==> src/rtl/bcd_pkg.sv <==
// ---------------------------------------------------------------------------
// bcd_pkg
//   Shared definitions for the sequential binary-to-BCD converter.
//   - state_e       : converter FSM states (IDLE, SHIFT)
//   - DEF_BIN_W     : default binary input width
//   - DEF_DIG       : default number of BCD digits
//   - BCD_W         : packed BCD bus width of the default configuration
//   - ONES/TENS/HUNDREDS : digit positions inside the packed BCD bus
//   - pow10 / bcd_fits   : elaboration helpers for the digit-count check
// ---------------------------------------------------------------------------
package bcd_pkg;

  typedef enum logic [0:0] {
    IDLE  = 1'b0,
    SHIFT = 1'b1
  } state_e;

  localparam int DEF_BIN_W = 8;
  localparam int DEF_DIG   = 3;
  localparam int BCD_W     = 4 * DEF_DIG;

  localparam int ONES      = 0;
  localparam int TENS      = 1;
  localparam int HUNDREDS  = 2;

  // 10^n as a 64-bit value; only evaluated at elaboration time.
  function automatic longint unsigned pow10(input int n);
    longint unsigned acc;
    acc = 64'd1;
    for (int i = 0; i < n; i++) begin
      acc = acc * 64'd10;
    end
    return acc;
  endfunction

  // True when dig decimal digits can hold the largest bin_w-bit value.
  function automatic bit bcd_fits(input int bin_w, input int dig);
    longint unsigned max_bin;
    max_bin = (64'd1 << bin_w) - 64'd1;
    return (pow10(dig) > max_bin);
  endfunction

endpackage

==> src/rtl/bcd_add3.sv <==
// ---------------------------------------------------------------------------
// bcd_add3
//   Combinational double-dabble correction for one BCD digit: any digit of
//   5 or more is bumped by 3 so that the following left shift carries
//   correctly into the next decimal digit.
//   Ports:
//     digit_i  in  4  current BCD digit
//     digit_o  out 4  corrected digit (digit_i >= 5 ? digit_i + 3 : digit_i)
// ---------------------------------------------------------------------------
module bcd_add3 (
  input  logic [3:0] digit_i,
  output logic [3:0] digit_o
);

  // Per-digit add-3; no carry leaves the digit because inputs never exceed 9.
  always_comb begin
    if (digit_i >= 4'd5) begin
      digit_o = digit_i + 4'd3;
    end else begin
      digit_o = digit_i;
    end
  end

endmodule

==> src/rtl/bin2bcd_seq.sv <==
// ---------------------------------------------------------------------------
// bin2bcd_seq
//   Sequential binary-to-BCD converter (shift-add-3). A start in IDLE
//   captures bin; BIN_W shift steps later the packed BCD result is loaded
//   into bcd together with a one-cycle done pulse. bcd holds the previous
//   result during a conversion so the display never shows partial digits.
//   Ports:
//     clk_50MHz  in  1        system clock, rising edge
//     reset_n    in  1        asynchronous active-low reset
//     bin        in  BIN_W    binary value, sampled on an accepted start
//     start      in  1        conversion request (pulse or level)
//     busy       out 1        conversion in progress
//     done       out 1        one-cycle pulse, bcd updated in same cycle
//     bcd        out 4*DIG    packed BCD, [3:0] ones, [7:4] tens, ...
// ---------------------------------------------------------------------------
module bin2bcd_seq
  import bcd_pkg::*;
#(
  parameter int BIN_W = DEF_BIN_W,
  parameter int DIG   = DEF_DIG
) (
  input  logic             clk_50MHz,
  input  logic             reset_n,
  input  logic [BIN_W-1:0] bin,
  input  logic             start,
  output logic             busy,
  output logic             done,
  output logic [4*DIG-1:0] bcd
);

  localparam int OUT_W = 4 * DIG;
  localparam int CNT_W = $clog2(BIN_W) + 1;
  localparam logic [CNT_W-1:0] LAST_STEP = CNT_W'(BIN_W - 1);

  // Refuse configurations whose digits cannot represent 2^BIN_W-1.
  if (!bcd_fits(BIN_W, DIG)) begin : g_width_check
    $error("bin2bcd_seq: DIG=%0d digits cannot hold a %0d-bit value", DIG, BIN_W);
  end

  state_e             state_q,    state_d;
  logic [CNT_W-1:0]   count_q,    count_d;
  logic [BIN_W-1:0]   bin_work_q, bin_work_d;
  logic [OUT_W-1:0]   bcd_work_q, bcd_work_d;
  logic [OUT_W-1:0]   bcd_q,      bcd_d;
  logic               busy_q,     busy_d;
  logic               done_q,     done_d;

  logic [OUT_W-1:0]   bcd_adj_s;
  logic [OUT_W-1:0]   bcd_shift_s;
  logic [BIN_W-1:0]   bin_shift_s;
  logic               last_step_s;

  for (genvar g = 0; g < DIG; g++) begin : g_add3
    bcd_add3 u_add3 (
      .digit_i (bcd_work_q[4*g +: 4]),
      .digit_o (bcd_adj_s[4*g +: 4])
    );
  end

  // One double-dabble step: corrected digits shifted left, binary MSB enters the ones LSB.
  always_comb begin
    bcd_shift_s                 = {bcd_adj_s[OUT_W-2:0], 1'b0};
    bcd_shift_s[4*ONES]         = bin_work_q[BIN_W-1];
    bin_shift_s                 = {bin_work_q[BIN_W-2:0], 1'b0};
    last_step_s                 = (count_q == LAST_STEP);
  end

  // FSM next-state, datapath and output next-values.
  always_comb begin
    state_d    = state_q;
    count_d    = count_q;
    bin_work_d = bin_work_q;
    bcd_work_d = bcd_work_q;
    bcd_d      = bcd_q;
    busy_d     = busy_q;
    done_d     = 1'b0;
    case (state_q)
      IDLE: begin
        if (start) begin
          bin_work_d = bin;
          bcd_work_d = '0;
          count_d    = '0;
          busy_d     = 1'b1;
          state_d    = SHIFT;
        end else begin
          busy_d     = 1'b0;
        end
      end
      SHIFT: begin
        bin_work_d = bin_shift_s;
        bcd_work_d = bcd_shift_s;
        count_d    = count_q + CNT_W'(1);
        if (last_step_s) begin
          bcd_d   = bcd_shift_s;
          done_d  = 1'b1;
          busy_d  = 1'b0;
          state_d = IDLE;
        end else begin
          busy_d  = 1'b1;
        end
      end
      default: begin
        busy_d  = 1'b0;
        state_d = IDLE;
      end
    endcase
  end

  // State, work and output registers with asynchronous reset.
  always_ff @(posedge clk_50MHz or negedge reset_n) begin
    if (!reset_n) begin
      state_q    <= IDLE;
      count_q    <= '0;
      bin_work_q <= '0;
      bcd_work_q <= '0;
      bcd_q      <= '0;
      busy_q     <= 1'b0;
      done_q     <= 1'b0;
    end else begin
      state_q    <= state_d;
      count_q    <= count_d;
      bin_work_q <= bin_work_d;
      bcd_work_q <= bcd_work_d;
      bcd_q      <= bcd_d;
      busy_q     <= busy_d;
      done_q     <= done_d;
    end
  end

  assign busy = busy_q;
  assign done = done_q;
  assign bcd  = bcd_q;

endmodule
==> config.mk <==
export PLATFORM = sky130hd
export DESIGN_NAME = bin2bcd_seq
export DESIGN_NICKNAME = d
export VERILOG_FILES = /design/src/rtl/bcd_pkg.sv /design/src/rtl/bcd_add3.sv /design/src/rtl/bin2bcd_seq.sv
export SDC_FILE = /design/constraint.sdc
export NUM_CORES = 1
export LEC_CHECK = 0
export CAP_MARGIN = 10
export CORE_ASPECT_RATIO = 0.7
export CORE_UTILIZATION = 57
export DETAILED_ROUTE_END_ITERATION = 16
export GPL_TIMING_DRIVEN = 0
export HOLD_SLACK_MARGIN = 0.08
export PLACE_DENSITY = 0.9
export RECOVER_POWER = 100
export SYNTH_ARGS = -nofsm -noshare
export SYNTH_HDL_FRONTEND = slang
export SYNTH_SLANG_ARGS = --single-unit
==> constraint.sdc <==
create_clock -name clk_50MHz -period 2.56 [get_ports clk_50MHz]
set_input_delay 0.256 -clock clk_50MHz [delete_from_list [all_inputs] [get_ports clk_50MHz]]
set_output_delay 0.256 -clock clk_50MHz [all_outputs]
set_load 0.02 [all_outputs]
==> summary.md <==
Entering global routing, the biggest net connects 39 pins. The tools report the core area as 2860 sq um. The commonest cells after synthesis are 38 x sky130_fd_sc_hd__dfrtp_1, 33 x sky130_fd_sc_hd__nand2_1, 20 x sky130_fd_sc_hd__o21ai_0, 9 x sky130_fd_sc_hd__inv_1, 9 x sky130_fd_sc_hd__o22ai_1. The kind of cell with the highest combined delay along the critical path is compound AO/OA/AOI/OAI gates. Setup violations remaining at the end of the flow were counted as 0. The library cell occupying the most area in the post-synthesis netlist was sky130_fd_sc_hd__dfrtp_1. The tree is rooted in a sky130_fd_sc_hd__clkbuf_8. Cells with a size suffix above 1 make up 4.41% of the layout. In the synthesized netlist, the number of instances is 172. The number of H-tree levels is 2. In this run the core area contains 16 standard-cell rows. Dividing the synthesized area by the synthesized cell count gives 10.2 sq um.

Of all nets on the critical path, the largest fanout is 5. The hold-critical path endpoint was bcd[9]$_DFFE_PN0P_. The number of buffers on the longest clock path was 2; the Yosys warning count was 0. After the last flow step, the layout net total stands at 221. The endpoint of the most critical register-to-register path was bcd_work_q[10]$_DFFE_PN0P_.

Buffers inserted to repair hold after CTS numbered 0. The type of the tightest min-delay check was flop to flop. The tools report the post-synth net total as 190. Detailed routing inserted a total of 1,386 vias.

The setup slack of the most critical reg-to-reg path is 0.79 ns. The worst hold path begins at bcd[9]$_DFFE_PN0P_. Wires add up to 3750 um. The tools report the max-slew violation count as 39. Initial antenna violation count: 0. The all-layer global routing usage is 26.6%, and the power per cell area is 1320 nW/um^2.

The startpoint type of the worst setup path is a flop. At the end of routability-driven placement, the weighted congestion stood at 0.885. The total negative slack is 0 ns.

The final routed DRC violation total is 0, and the part of the Yosys area used for sequential elements is 54.3%. In this run, the number of DRC markers left after iteration 0 of detailed routing was 140. The worst hold margin is 0.478 ns, and the die outline area is 3300 sq um.

The smallest clock period supported by the final layout is computed as 1.77 ns. The number of antenna diodes in the final layout is 0. The cell count of the worst reg-to-reg path is 6, and the worst path required time is 2.77 ns. Of all flip-flops after synthesis, the portion carrying an async set or reset was 100%. The reported leakage power is 0.974 nW. In the routed layout, each cell is associated on average with a via count of 5.78. The worst path buffer plus inverter count came out at 1. Maximum operating frequency: 564 MHz. TritonCTS built the clock tree.

After synthesis the netlist holds a flip-flop and latch count of 38. The initial core utilization is 61.2%, and the wire length of the first global-routing pass is 6280 um. The top-level port count is 25.

The number of different library cells used by synthesis comes to 25. The slowest library cell on the worst path was sky130_fd_sc_hd__dfrtp_1. The critical path goes through inv_1, ha_1, nand2b_1, a21oi_1, mux2_1, o21ai_0. The detail route stage leaves a number of antenna-violating nets equal to 0. Summing every instance area after synthesis gives 1750 sq um. The count of cells resized by post-cts repair came out at 0. After clock tree synthesis, the clock-pin slew on the worst setup and hold paths is 0.07 ns.

The number of max-capacitance violations reported came out at 1. By startpoint and endpoint, the worst setup path is classified as flop to flop. The maximum cell stage delay along the critical path works out to 0.41 ns. The worst register-to-register path begins at bcd_work_q[8]$_DFFE_PN0P_. For the pin with the worst max-slew slack, the measured transition is 1.95 ns. The number of input and output port buffers inserted was 24; the number of setup buffers added after CTS was 0. Setup repair after global routing left no endpoint under its margin. STA classifies the critical path endpoint as a flop. The clock skew after layout was 0.00774 ns.

The fraction of post-synthesis cell area in the top cell type by area came out at 54.3%. Sorting the synthesized cells by area gives the leading types as sky130_fd_sc_hd__dfrtp_1 54%, sky130_fd_sc_hd__nand2_1 7.1%, sky130_fd_sc_hd__o21ai_0 5.7%, sky130_fd_sc_hd__ha_1 5.0%, sky130_fd_sc_hd__mux2i_1 4.6%. The average wire per cell in the routed design is 15.6 um. The die is 68.3 um wide. The clock reaches the later pin of the worst-skew pair after 0.30 ns.

The logs give 5 for the clock buffer count from CTS and 38 for the number of clock sinks seen by CTS. The count of cells along the worst hold path was 2. The final reports fail on capacitance limit, slew limit.

The flow ran to the end, but the final reports show violations. The signed area change from the synthesized netlist to the final layout is 21.2%, and the headroom to the max-slew limit is -30.1%. The number of enable flip-flop cells after synthesis came out at 0. The detailed-placement wirelength estimate was 2650 um; the remaining global-route overflow was 0. The most repeated cell in the gate-level netlist after synthesis was sky130_fd_sc_hd__dfrtp_1. In the synthesized netlist the dominant register cell turns out to be sky130_fd_sc_hd__dfrtp_1.

The final-report hold violation count came out at 0. The floorplan die height was 48.4 um. Across the VDD grid, the largest voltage drop is 0.696 mV.

Dividing the final minimum period by the clock period gives 69.3%. The logs give 1,380 for the number of global-route vias before repair and 4 for the detailed-router iteration count before antenna repair. At the worst endpoint, the arrival time is 1.98 ns.
==> layer usage <==
metal / wire, um / track usage [%]
met1: 1610 / 34.6
met3: 283 / 6.84
met4: 54 / 12.2
met5: 0 / 0
met2: 1800 / 41.2
==> worst register-to-register path: stages (launching register included) <==
cell and delay (ns):
sky130_fd_sc_hd__dfrtp_1 0.41, sky130_fd_sc_hd__inv_1 0.11, sky130_fd_sc_hd__ha_1 0.26, sky130_fd_sc_hd__nand2b_1 0.09
sky130_fd_sc_hd__a21oi_1 0.24, sky130_fd_sc_hd__mux2_1 0.38, sky130_fd_sc_hd__o21ai_0 0.19
==> worst max-delay path by stage <==
stage / startpoint / end / slack, ns / depth (start not counted)
2_1_floorplan: bcd_work_q[4]$_DFFE_PN0P_ / bcd_work_q[6]$_DFFE_PN0P_ / 1.07 / 6
3_3_place_gp: reset_n / bcd_work_q[9]$_DFFE_PN0P_ / 0.47 / 1
3_5_place_dp: bcd_work_q[8]$_DFFE_PN0P_ / bcd_work_q[10]$_DFFE_PN0P_ / 0.90 / 6
4_1_cts: bcd_work_q[8]$_DFFE_PN0P_ / bcd_work_q[10]$_DFFE_PN0P_ / 0.86 / 6
5_1_grt: reset_n / bcd_work_q[8]$_DFFE_PN0P_ / 0.47 / 1
6_report: bcd_work_q[8]$_DFFE_PN0P_ / bcd_work_q[10]$_DFFE_PN0P_ / 0.79 / 6
==> state kept, by name, summed over array words and instances, names as in the netlist <==
name / cells
bin_work_q: 8
busy: 1
bcd: 12
done: 1
count_q: 4
bcd_work_q: 12
==> area by class of cell <==
| type | count | area, sq um |
|---|---|---|
| sequential | 38 | 951 |
| inverter | 9 | 33.8 |
| buffer | 8 | 31.3 |
| clock inverter | 1 | 30.0 |
| timing repair buffer | 24 | 234 |
| fill | 192 | 739 |
| multi-input combinational | 117 | 722 |
| clock buffer | 7 | 76.3 |
| tap | 36 | 45.0 |
==> stage by stage <==
stage	cell area, sq um	utilization [%]	power [mW]	cells	setup WS [ns]
finish	2120	74.2	2.81	240	0.786
global route	2120	74.2	3.00	240	0.466
CTS	2140	74.7	2.88	240	0.864
detailed placement	2030	71.0	2.38	232	0.901
global placement	2040	71.2	2.25	232	0.472
floorplan	1750	-	1.92	172	1.07
==> cells by family after synthesis <==
| kind of cell | Yosys count | share of synthesized area (%) |
|---|---|---|
| xor gates and xnor gates | 5 | 2.50 |
| and+or+nand+nor | 50 | 12.9 |
| AOI/OAI and AO/OA | 43 | 13.9 |
| adders and majority gates | 7 | 5.00 |
| muxes | 12 | 7.57 |
| DFF | 38 | 54.3 |
| buffers and inverters | 17 | 3.86 |
==> layout by cell type, fill, tap and decap left out, types with 2 or more instances in the layout <==
| cell | count |
|---|---|
| sky130_fd_sc_hd__dfrtp_1 | 38 |
| sky130_fd_sc_hd__nand2_1 | 33 |
| sky130_fd_sc_hd__o21ai_0 | 23 |
| sky130_fd_sc_hd__dlygate4sd3_1 | 15 |
| sky130_fd_sc_hd__clkbuf_1 | 10 |
| sky130_fd_sc_hd__inv_1 | 9 |
| sky130_fd_sc_hd__o22ai_1 | 9 |
| sky130_fd_sc_hd__a21oi_1 | 8 |
| sky130_fd_sc_hd__mux2i_1 | 8 |
| sky130_fd_sc_hd__clkdlybuf4s50_1 | 8 |
| sky130_fd_sc_hd__ha_1 | 7 |
| sky130_fd_sc_hd__nor3b_1 | 5 |
| sky130_fd_sc_hd__clkbuf_8 | 5 |
| sky130_fd_sc_hd__xnor2_1 | 4 |
| sky130_fd_sc_hd__nor2_1 | 3 |
| sky130_fd_sc_hd__nand2b_1 | 3 |
| sky130_fd_sc_hd__mux2_1 | 3 |
| sky130_fd_sc_hd__nand3_1 | 3 |
| sky130_fd_sc_hd__nor3_1 | 2 |
==> power by group <==
part | internal [mW] | switching (mW)
clock | 0.292 | 0.214
combinational | 0.533 | 0.703
sequential | 0.860 | 0.206
No activity file was read; power rests on OpenSTA's default activity.
